### src/rtl/pusch_symbol_scheduler.sv
// PUSCH slot sequencer: runs the RE mapper and the IFFT over two ping-pong banks.
// Optional watchdog abort is compiled in when PUSCH_SCHED_TIMEOUT_EN is defined.
module pusch_symbol_scheduler #(
  parameter int                 NUM_SYM     = 14,
  parameter int                 SYM_W       = 4,
  parameter logic [NUM_SYM-1:0] DMRS_MASK   = 14'b00000000000100,
  parameter int                 TIMEOUT_CYC = 8192
) (
  input  logic             clk,
  input  logic             reset,
  input  logic             slot_start,
  input  logic [SYM_W-1:0] sym_start,
  input  logic [SYM_W-1:0] sym_end,
  input  logic             rem_done,
  input  logic             ifft_done,
  output logic             rem_start,
  output logic [SYM_W-1:0] rem_sym_idx,
  output logic             rem_is_dmrs,
  output logic             rem_bank,
  output logic             ifft_start,
  output logic             ifft_bank,
  output logic [SYM_W-1:0] ifft_sym_idx,
  output logic             slot_busy,
  output logic             slot_done,
  output logic             cfg_err,
  output logic             timeout_err
);

  typedef enum logic [1:0] {BANK_FREE, BANK_FULL, BANK_READ} bank_state_e;
  typedef enum logic [1:0] {W_IDLE, W_WAIT_BANK, W_WRITE}     wr_state_e;
  typedef enum logic [1:0] {R_IDLE, R_WAIT_FULL, R_READ}      rd_state_e;

  // The watchdog counter is 14 bits wide, so the limit has to fit in it.
  if (TIMEOUT_CYC < 1 || TIMEOUT_CYC > 16383) begin : g_bad_timeout
    $error("TIMEOUT_CYC must be in 1..16383");
  end

  wr_state_e        wr_state;
  rd_state_e        rd_state;
  bank_state_e      bank_st  [2];
  logic [SYM_W-1:0] bank_sym [2];
  logic             wptr;
  logic             rptr;
  logic [SYM_W-1:0] wr_idx;
  logic [SYM_W-1:0] end_q;
  logic             slot_ok;
  logic             wd_fire;

  assign slot_ok = (sym_start <= sym_end) && (int'(sym_end) < NUM_SYM);

`ifdef PUSCH_SCHED_TIMEOUT_EN
  localparam logic [13:0] WD_LAST = 14'(TIMEOUT_CYC - 1);

  logic [13:0] wd_cnt;
  logic        wd_run;

  // A done pulse restarts the count, so it also wins over a coinciding expiry.
  assign wd_run  = (wr_state == W_WRITE) || (rd_state == R_READ);
  assign wd_fire = wd_run && !rem_done && !ifft_done && (wd_cnt == WD_LAST);

  always_ff @(posedge clk or negedge reset) begin
    if (!reset) begin
      wd_cnt      <= '0;
      timeout_err <= 1'b0;
    end else begin
      timeout_err <= wd_fire;
      if (rem_done || ifft_done || wd_fire) begin
        wd_cnt <= '0;
      end else if (wd_run) begin
        wd_cnt <= wd_cnt + 14'd1;
      end
    end
  end
`else
  assign wd_fire     = 1'b0;
  assign timeout_err = 1'b0;
`endif

  always_ff @(posedge clk or negedge reset) begin
    if (!reset) begin
      wr_state     <= W_IDLE;
      rd_state     <= R_IDLE;
      // NOTE: the per-bank arrays are two-entry flop arrays, not RAM, so they are reset like any other register.
      bank_st[0]   <= BANK_FREE;
      bank_st[1]   <= BANK_FREE;
      bank_sym[0]  <= '0;
      bank_sym[1]  <= '0;
      wptr         <= 1'b0;
      rptr         <= 1'b0;
      wr_idx       <= '0;
      end_q        <= '0;
      rem_start    <= 1'b0;
      rem_sym_idx  <= '0;
      rem_is_dmrs  <= 1'b0;
      rem_bank     <= 1'b0;
      ifft_start   <= 1'b0;
      ifft_bank    <= 1'b0;
      ifft_sym_idx <= '0;
      slot_busy    <= 1'b0;
      slot_done    <= 1'b0;
      cfg_err      <= 1'b0;
    end else begin
      // NOTE: all updates are non-blocking, so both FSMs see the bank states as they stood before this edge.
      rem_start  <= 1'b0;
      ifft_start <= 1'b0;
      slot_done  <= 1'b0;
      cfg_err    <= 1'b0;

      if (wd_fire) begin
        wr_state   <= W_IDLE;
        rd_state   <= R_IDLE;
        bank_st[0] <= BANK_FREE;
        bank_st[1] <= BANK_FREE;
        slot_busy  <= 1'b0;
      end else begin
        // Both FSMs are idle whenever slot_busy is low, so the first symbol can start at once.
        if (slot_start && !slot_busy) begin
          if (slot_ok) begin
            end_q       <= sym_end;
            slot_busy   <= 1'b1;
            wptr        <= 1'b1;
            rptr        <= 1'b0;
            rem_start   <= 1'b1;
            rem_sym_idx <= sym_start;
            rem_is_dmrs <= DMRS_MASK[sym_start];
            rem_bank    <= 1'b0;
            wr_state    <= W_WRITE;
            rd_state    <= R_WAIT_FULL;
          end else begin
            cfg_err <= 1'b1;
          end
        end

        case (wr_state)
          W_WAIT_BANK: begin
            if (bank_st[wptr] == BANK_FREE) begin
              rem_start   <= 1'b1;
              rem_sym_idx <= wr_idx;
              rem_is_dmrs <= DMRS_MASK[wr_idx];
              rem_bank    <= wptr;
              wptr        <= ~wptr;
              wr_state    <= W_WRITE;
            end
          end
          W_WRITE: begin
            if (rem_done) begin
              bank_st[rem_bank]  <= BANK_FULL;
              bank_sym[rem_bank] <= rem_sym_idx;
              if (rem_sym_idx == end_q) begin
                wr_state <= W_IDLE;
              end else begin
                wr_idx   <= rem_sym_idx + SYM_W'(1);
                wr_state <= W_WAIT_BANK;
              end
            end
          end
          default: ;
        endcase

        case (rd_state)
          R_WAIT_FULL: begin
            if (bank_st[rptr] == BANK_FULL) begin
              bank_st[rptr] <= BANK_READ;
              ifft_start    <= 1'b1;
              ifft_bank     <= rptr;
              ifft_sym_idx  <= bank_sym[rptr];
              rd_state      <= R_READ;
            end
          end
          R_READ: begin
            if (ifft_done) begin
              bank_st[rptr] <= BANK_FREE;
              rptr          <= ~rptr;
              if (ifft_sym_idx == end_q) begin
                rd_state  <= R_IDLE;
                slot_done <= 1'b1;
                slot_busy <= 1'b0;
              end else begin
                rd_state <= R_WAIT_FULL;
              end
            end
          end
          default: ;
        endcase
      end
    end
  end

endmodule
### config.mk
export PLATFORM = sky130hd
export DESIGN_NAME = pusch_symbol_scheduler
export DESIGN_NICKNAME = d
export VERILOG_FILES = /design/src/rtl/pusch_symbol_scheduler.sv
export SDC_FILE = /design/constraint.sdc
export NUM_CORES = 1
export LEC_CHECK = 0
export ABC_AREA = 1
export BUFFER_PORTS_ARGS = -buffer_cell sky130_fd_sc_hd__buf_2
export CORE_MARGIN = 10
export CORE_UTILIZATION = 25
export CTS_CLUSTER_DIAMETER = 80
export DETAILED_ROUTE_END_ITERATION = 16
export PLACE_DENSITY = 0.39
export SYNTH_ARGS = -nofsm -noshare
export SYNTH_HDL_FRONTEND = slang
export SYNTH_SLANG_ARGS = --single-unit
export TNS_END_PERCENT = 30
### constraint.sdc
create_clock -name clk -period 1.8 [get_ports clk]
set_clock_uncertainty 0.2 [all_clocks]
set_input_delay 0.09 -clock clk [delete_from_list [all_inputs] [get_ports clk]]
set_output_delay 0.09 -clock clk [all_outputs]
set_load 0.03 [all_outputs]
* Word level (Yosys, flattened, before mapping) *
Memory sizes are Yosys's and may differ from the RTL's.
Index checks and enable logic that the tools add are counted.

operators by class
  multipliers = 0
  multiplexer cells = 71
  shifts and indexed selects = 0
  bitwise logic cells = 14
  $add $sub $neg = 1
  equality and inequality tests = 7
  div/mod/pow operators = 0
  $lt $le $gt $ge = 9
  reductions and logical operators = 10

operators by type and width
  operator                                                     count
  two-way mux 4 bit                                            12
  two-way mux 1 bit                                            36
  two-way mux 2 bit                                            16
  less-than comparator 4 x 5 -> 1 bit (second input constant)  2
  bitwise mux 8 bit                                            1
  == test 4 bit                                                2
  one-hot mux 2 bit (2 select lines)                           2
  one-hot mux 4 bit (2 select lines)                           1
  == test 2 x 1 -> 1 bit (second input constant)               3
  greater-or-equal comparator 2 bit (second input constant)    3
  NOT 1 -> 2 bit                                               3
  AND reduction 2 bit                                          3
  adder 4 x 1 -> 4 bit (second input constant)                 1
  AND 2 bit                                                    2
  AND 4 bit                                                    1
  demux 2 bit (select 1 bit)                                   2
  demux 4 bit (select 1 bit)                                   1
  == test 2 bit (second input constant)                        2
  <= comparator 4 bit                                          1
  logical AND 1 bit                                            4
  less-than comparator 2 x 1 -> 1 bit (second input constant)  2
  less-than comparator 4 bit (second input constant)           1
  NOT 2 bit                                                    2
  NOT 4 bit                                                    1
  5 further kinds                                              8

word-level totals
  input bits = 13
  ROM bits = 32
  memories kept = 2
  bits in latches = 0
  memory bits (writable) = 0
  register bits = 42
  logic and storage cells = 134

memories
  memory           words  width  read ports  clocked after Yosys merged registers in  wr ports  RTL line  text
  (no name shown)  16     1      1           0                                        0         139       rem_is_dmrs <= DMRS_MASK[wr_idx];
  (no name shown)  16     1      1           0                                        0         125       rem_is_dmrs <= DMRS_MASK[sym_start];

* Depth between registers and ports, before layout *
  depth in word-level cells = 12
  mapped depth = 13

* Worst setup path after synthesis *
OpenSTA, ideal clock, no wires.

  kind = register to register
  start = register slot_busy
  end = register rem_is_dmrs
  clock period less this slack = 1551 ps
  arrival = 1228 ps
  path buffers = 1
  cell stages (with the launch flop) = 8
  slack = 249 ps
  data required time = 1477 ps
  path through = dfrtp_1 inv_1 nand2_1 inv_1 nand3_4 buf_6 nand3_2 nand3_2

on the way
  cells in the longest elaborated chain, start to end = 5

ends and longest elaborated chain
  item                      RTL line  text
  start: declaration        23        output logic slot_busy,
  start signal: assignment  99        slot_busy <= 1'b0;
  start signal: assignment  114       slot_busy <= 1'b0;
  start signal: assignment  120       slot_busy <= 1'b1;
  zero test 1 bit (*)       117       if (slot_start && !slot_busy) begin
  logical AND 1 bit (*)     117
  two-way mux 1 bit (*)     117
  two-way mux 1 bit         136       if (bank_st[wptr] == BANK_FREE) begin
  two-way mux 1 bit (*)     134       case (wr_state)
  end signal: assignment    125
  end signal: assignment    139
  end: declaration          18        output logic rem_is_dmrs,

Mark *: on every way between the ends. The rest lies on a longest branch, timed or not.
A chain may end at the register's enable or synchronous reset.

* Final worst setup path *
  start = input port sym_start[1]
  end = register rem_is_dmrs

on the way
  cells in the longest elaborated chain, start to end = 6
  elaborated cells on any way between the ends = 8
  those cells by class = order compare (1); mux (5); reduce/logical (1); memory (1)

ends and longest elaborated chain
  item                                                                          RTL line  text
  start: declaration                                                            12        input logic [SYM_W-1:0] sym_start,
  memory read (16 x 1 bit) or <= comparator 4 bit (tied branches)               -
  two-way mux 1 bit (implied by the code) or logical AND 1 bit (tied branches)  125, 49
  two-way mux 1 bit (*)                                                         118       if (slot_ok) begin
  two-way mux 1 bit (*)                                                         117
  two-way mux 1 bit                                                             136
  two-way mux 1 bit (*)                                                         134

Mark *: on every way between the ends. The rest lies on a longest branch, timed or not. The select of a mux whose other input is x is not followed.

==> key figures <==
Logic synthesis
  – Post-Synthesis Cells: 257
  – Syn Std Cell Area: 2185 um^2
  – Syn_area_per_cell: 8.500 um^2
  – Synth Flop Type: dfrtp_1
  – Synth cell count leaders: nand2_1 (67), dfrtp_1 (42), inv_1 (35)
  – Most common cell in the netlist: nand2_1
  – Area leader, netlist: dfrtp_1
  – Post-synthesis async set-or-reset flop share: 1.000
  – Synth top area cells: dfrtp_1 (48%), nand2_1 (12%), inv_1 (6.0%), ha_1 (5.2%), nand3_1 (4.4%)
  – Post-synth EDFFs: 0
  – Mapped Nets: 279
  – Library cells used by synthesis: 29
  – Yosys Warn Count: 0
  – Synth top area share: 0.4811
  – Post-synthesis sequential area ratio: 0.4811
  – Synthesized flop and latch total: 42

STA
  – Fin crit share: 0.9053
  – Minimum clock period: 1.630 ns
  – Final setup fails: 0
  – Slew Limit Fails: 0
  – Fmax: 613.6 MHz
  – Final Hold Fails: 0
  – Final WS setup: 0.1704 ns
  – Setup TNS: 0 ns
  – RSZ-0062 raised after global routing: false

Routing
  – Via count: 1772
  – DR pass1 iterations: 4
  – DRT iter0 DRCs: 92
  – Post-DR wirelength/cell: 13.80 um
  – Vias per cell: 4.260
  – WL final: 5.742 mm
  – DRC viols: 0
  – Detail Route Antenna Nets: 0

Floorplan
  – # rows: 34
  – Core ar.: 8593 um^2
  – Starting Density: 0.2542
  – Die width: 113.5 um
  – Die ar.: 12880 um^2
  – I/O Pins: 30
  – Die height: 113.5 um

Placement
  – Buffers on Ports: 28
  – Placement Setup Slack: 0.04851 ns
  – RD Place Congestion: 0.7888
  – Post-DP HPWL: 4.471 mm
  – Placed Instances: 396

Setup path
  – Largest stage delay on the critical path: 0.56 ns
  – Crit Path Max Fanout: 2
  – Capture point of the worst path: rem_is_dmrs
  – R2R cell count: 7
  – Most frequent CP cell: dlygate4sd3_1
  – Crit path cell chain: buf_2, dlygate4sd3_1, inv_1, nor3_1, dlygate4sd3_1, nand4_1, nand3_2
  – Endpoint type of the worst setup path: flop
  – Reg2reg end: bank_st[1]
  – Reg-to-reg slack, setup: 0.17 ns
  – Critical path type: input pin to flop
  – Worst path depth: 7
  – Reg-to-reg critical path startpoint: wr_state[0]
  – CP Launch Point: sym_start[1]
  – Crit path DAT: 1.67 ns
  – Largest delay share family, worst path: buffers and inverters
  – Buffers and inverters on the worst path: 4
  – Worst endpoint required time: 1.84 ns
  – Slowest cell on crit path: dlygate4sd3_1
  – CP startpoint kind: input pin

Global route
  – Largest net degree at the start of global routing: 26
  – First-pass GRT wire length: 9.632 mm
  – Vias in the first global route: 1843
  – Gr usage total: 0.09393
  – Antenna violations before repair: 0
  – Total grt overflow: 0

CTS
  – Maximum root-to-sink buffer count: 2
  – Clock Tree Root: clkbuf_8
  – Skew-Pair Late Insertion Delay: 0.30 ns
  – Cts bufs inserted: 5
  – H-tree Lvls: 2
  – Clock Sinks: 42
  – Reg clk slew, reported paths: 0.08 ns
  – CTS tree: built
  – Post-CTS resize count: 0

Layout
  – Layout Nets: 329
  – Fraction of layout cells with a size suffix above 1: 0.1851
  – Filler Cell Count: 931
  – Antenna Cells: 0
  – Finished Layout Cells: 416
  – Area Overhead vs Synth: 23.88%
  – Final core utilization: 0.3149

Job
  – Max Cap Viol: 0

Pwr
  – Peak supply drop: 0.0002840 V
  – Power Density: 731.0 nW/um^2
  – Pleak: 0.001433 uW

Worst hold path
  – WHS Path Cells: 4
  – Hold Path Class: input pin to flop

Status
  – Status: finished clean
[layer usage]
layer | GRT usage | share of wire
met4 | 0.03553 | 0.014
met5 | 0 | 0
met3 | 0.02625 | 0.035
met1 | 0.1170 | 0.50
met2 | 0.1504 | 0.46
[report_power, final]
group / internal [uW] / switching (uW) / total [uW]
sequential: 1010 / 39.5 / 1050
clock: 309 / 349 / 658
combinational: 107 / 161 / 268
[cell usage in the layout, fill, tap and decap left out, types with 3 or more instances in the layout]
master / netlist / layout
dlygate4sd3_1: 0 / 12
nand3_1: 19 / 19
ha_1: 9 / 9
xnor2_1: 5 / 5
xor2_1: 5 / 5
dfrtp_1: 42 / 42
buf_4: 1 / 4
clkbuf_8: 0 / 6
nand2_1: 67 / 67
o21ai_0: 18 / 18
inv_1: 35 / 35
nor2_1: 17 / 17
buf_2: 0 / 28
nand2_2: 4 / 4
nand4_1: 5 / 5
a21oi_1: 5 / 5
o21ai_2: 3 / 3
a31oi_1: 6 / 6
nand3_2: 3 / 3
[worst reg2reg max path: cells and delay by family (launching register included)]
kind            cells  cell delay [ns]
simple gates        3             0.50
flops               1             0.41
buf+inv             2             0.17
fa+ha+maj           1             0.16
compound gates      1             0.09
[state kept, by name (all words and copies together) (netlist names)]
signal	flops
end_q	4
slot_done	1
wr_state	2
bank_sym	8
ifft_bank	1
rem_sym_idx	4
rd_state	2
rem_bank	1
rem_start	1
slot_busy	1
wr_idx	4
ifft_sym_idx	4
wptr	1
ifft_start	1
cfg_err	1
rptr	1
rem_is_dmrs	1
bank_st	4
[cell families after synthesis]
family                   after synthesis  share of synthesized area
XOR/XNOR                              10                    0.04009
adder cells (fa/ha/maj)                9                    0.05155
other                                  1                   0.001717
buffers and inverters                 39                    0.07331
AND/OR/NAND/NOR                      119                     0.2520
AO/OA/AOI/OAI                         37                     0.1002
flip-flops                            42                     0.4811
[metrics by stage]
step	power (uW)	area, um^2	hold WS, ns
final	1978	2706	0.01461
after global routing	2090	2706	0.03109
after CTS	2016	2706	0.02124
after detailed placement	1326	2491	-0.1318
after global placement	1325	2491	-0.1295
after floorplan	1233	2185	-0.4056
[area by class of cell]
class	instances	area (um^2)	share of cell area
multi-input combinational	176	973.4	0.3597
inverter	37	141.4	0.05224
timing repair buffer	45	310.3	0.1147
clock buffer	6	82.58	0.03051
tap	108	135.1	0.04993
sequential	42	1051	0.3883
clock inverter	2	12.51	0.004623
[repair_timing]
action                                  4_1_cts  5_1_grt
hold endpoints to repair                     54        0
setup buffers                                 0        0
endpoints found under the setup margin        0        0
hold buffers                                 12        0
[worst min path at each step]
stage	start	end	slack, ns
global route	sym_start[3]	rem_is_dmrs	0.03
detailed placement	reset	bank_sym[1]	-0.13
CTS	sym_start[3]	rem_is_dmrs	0.02
floorplan	reset	bank_st[0]	-0.41
finish	sym_start[3]	rem_is_dmrs	0.01
global placement	reset	bank_sym[1]	-0.13
(Power assumes the default switching activity.)
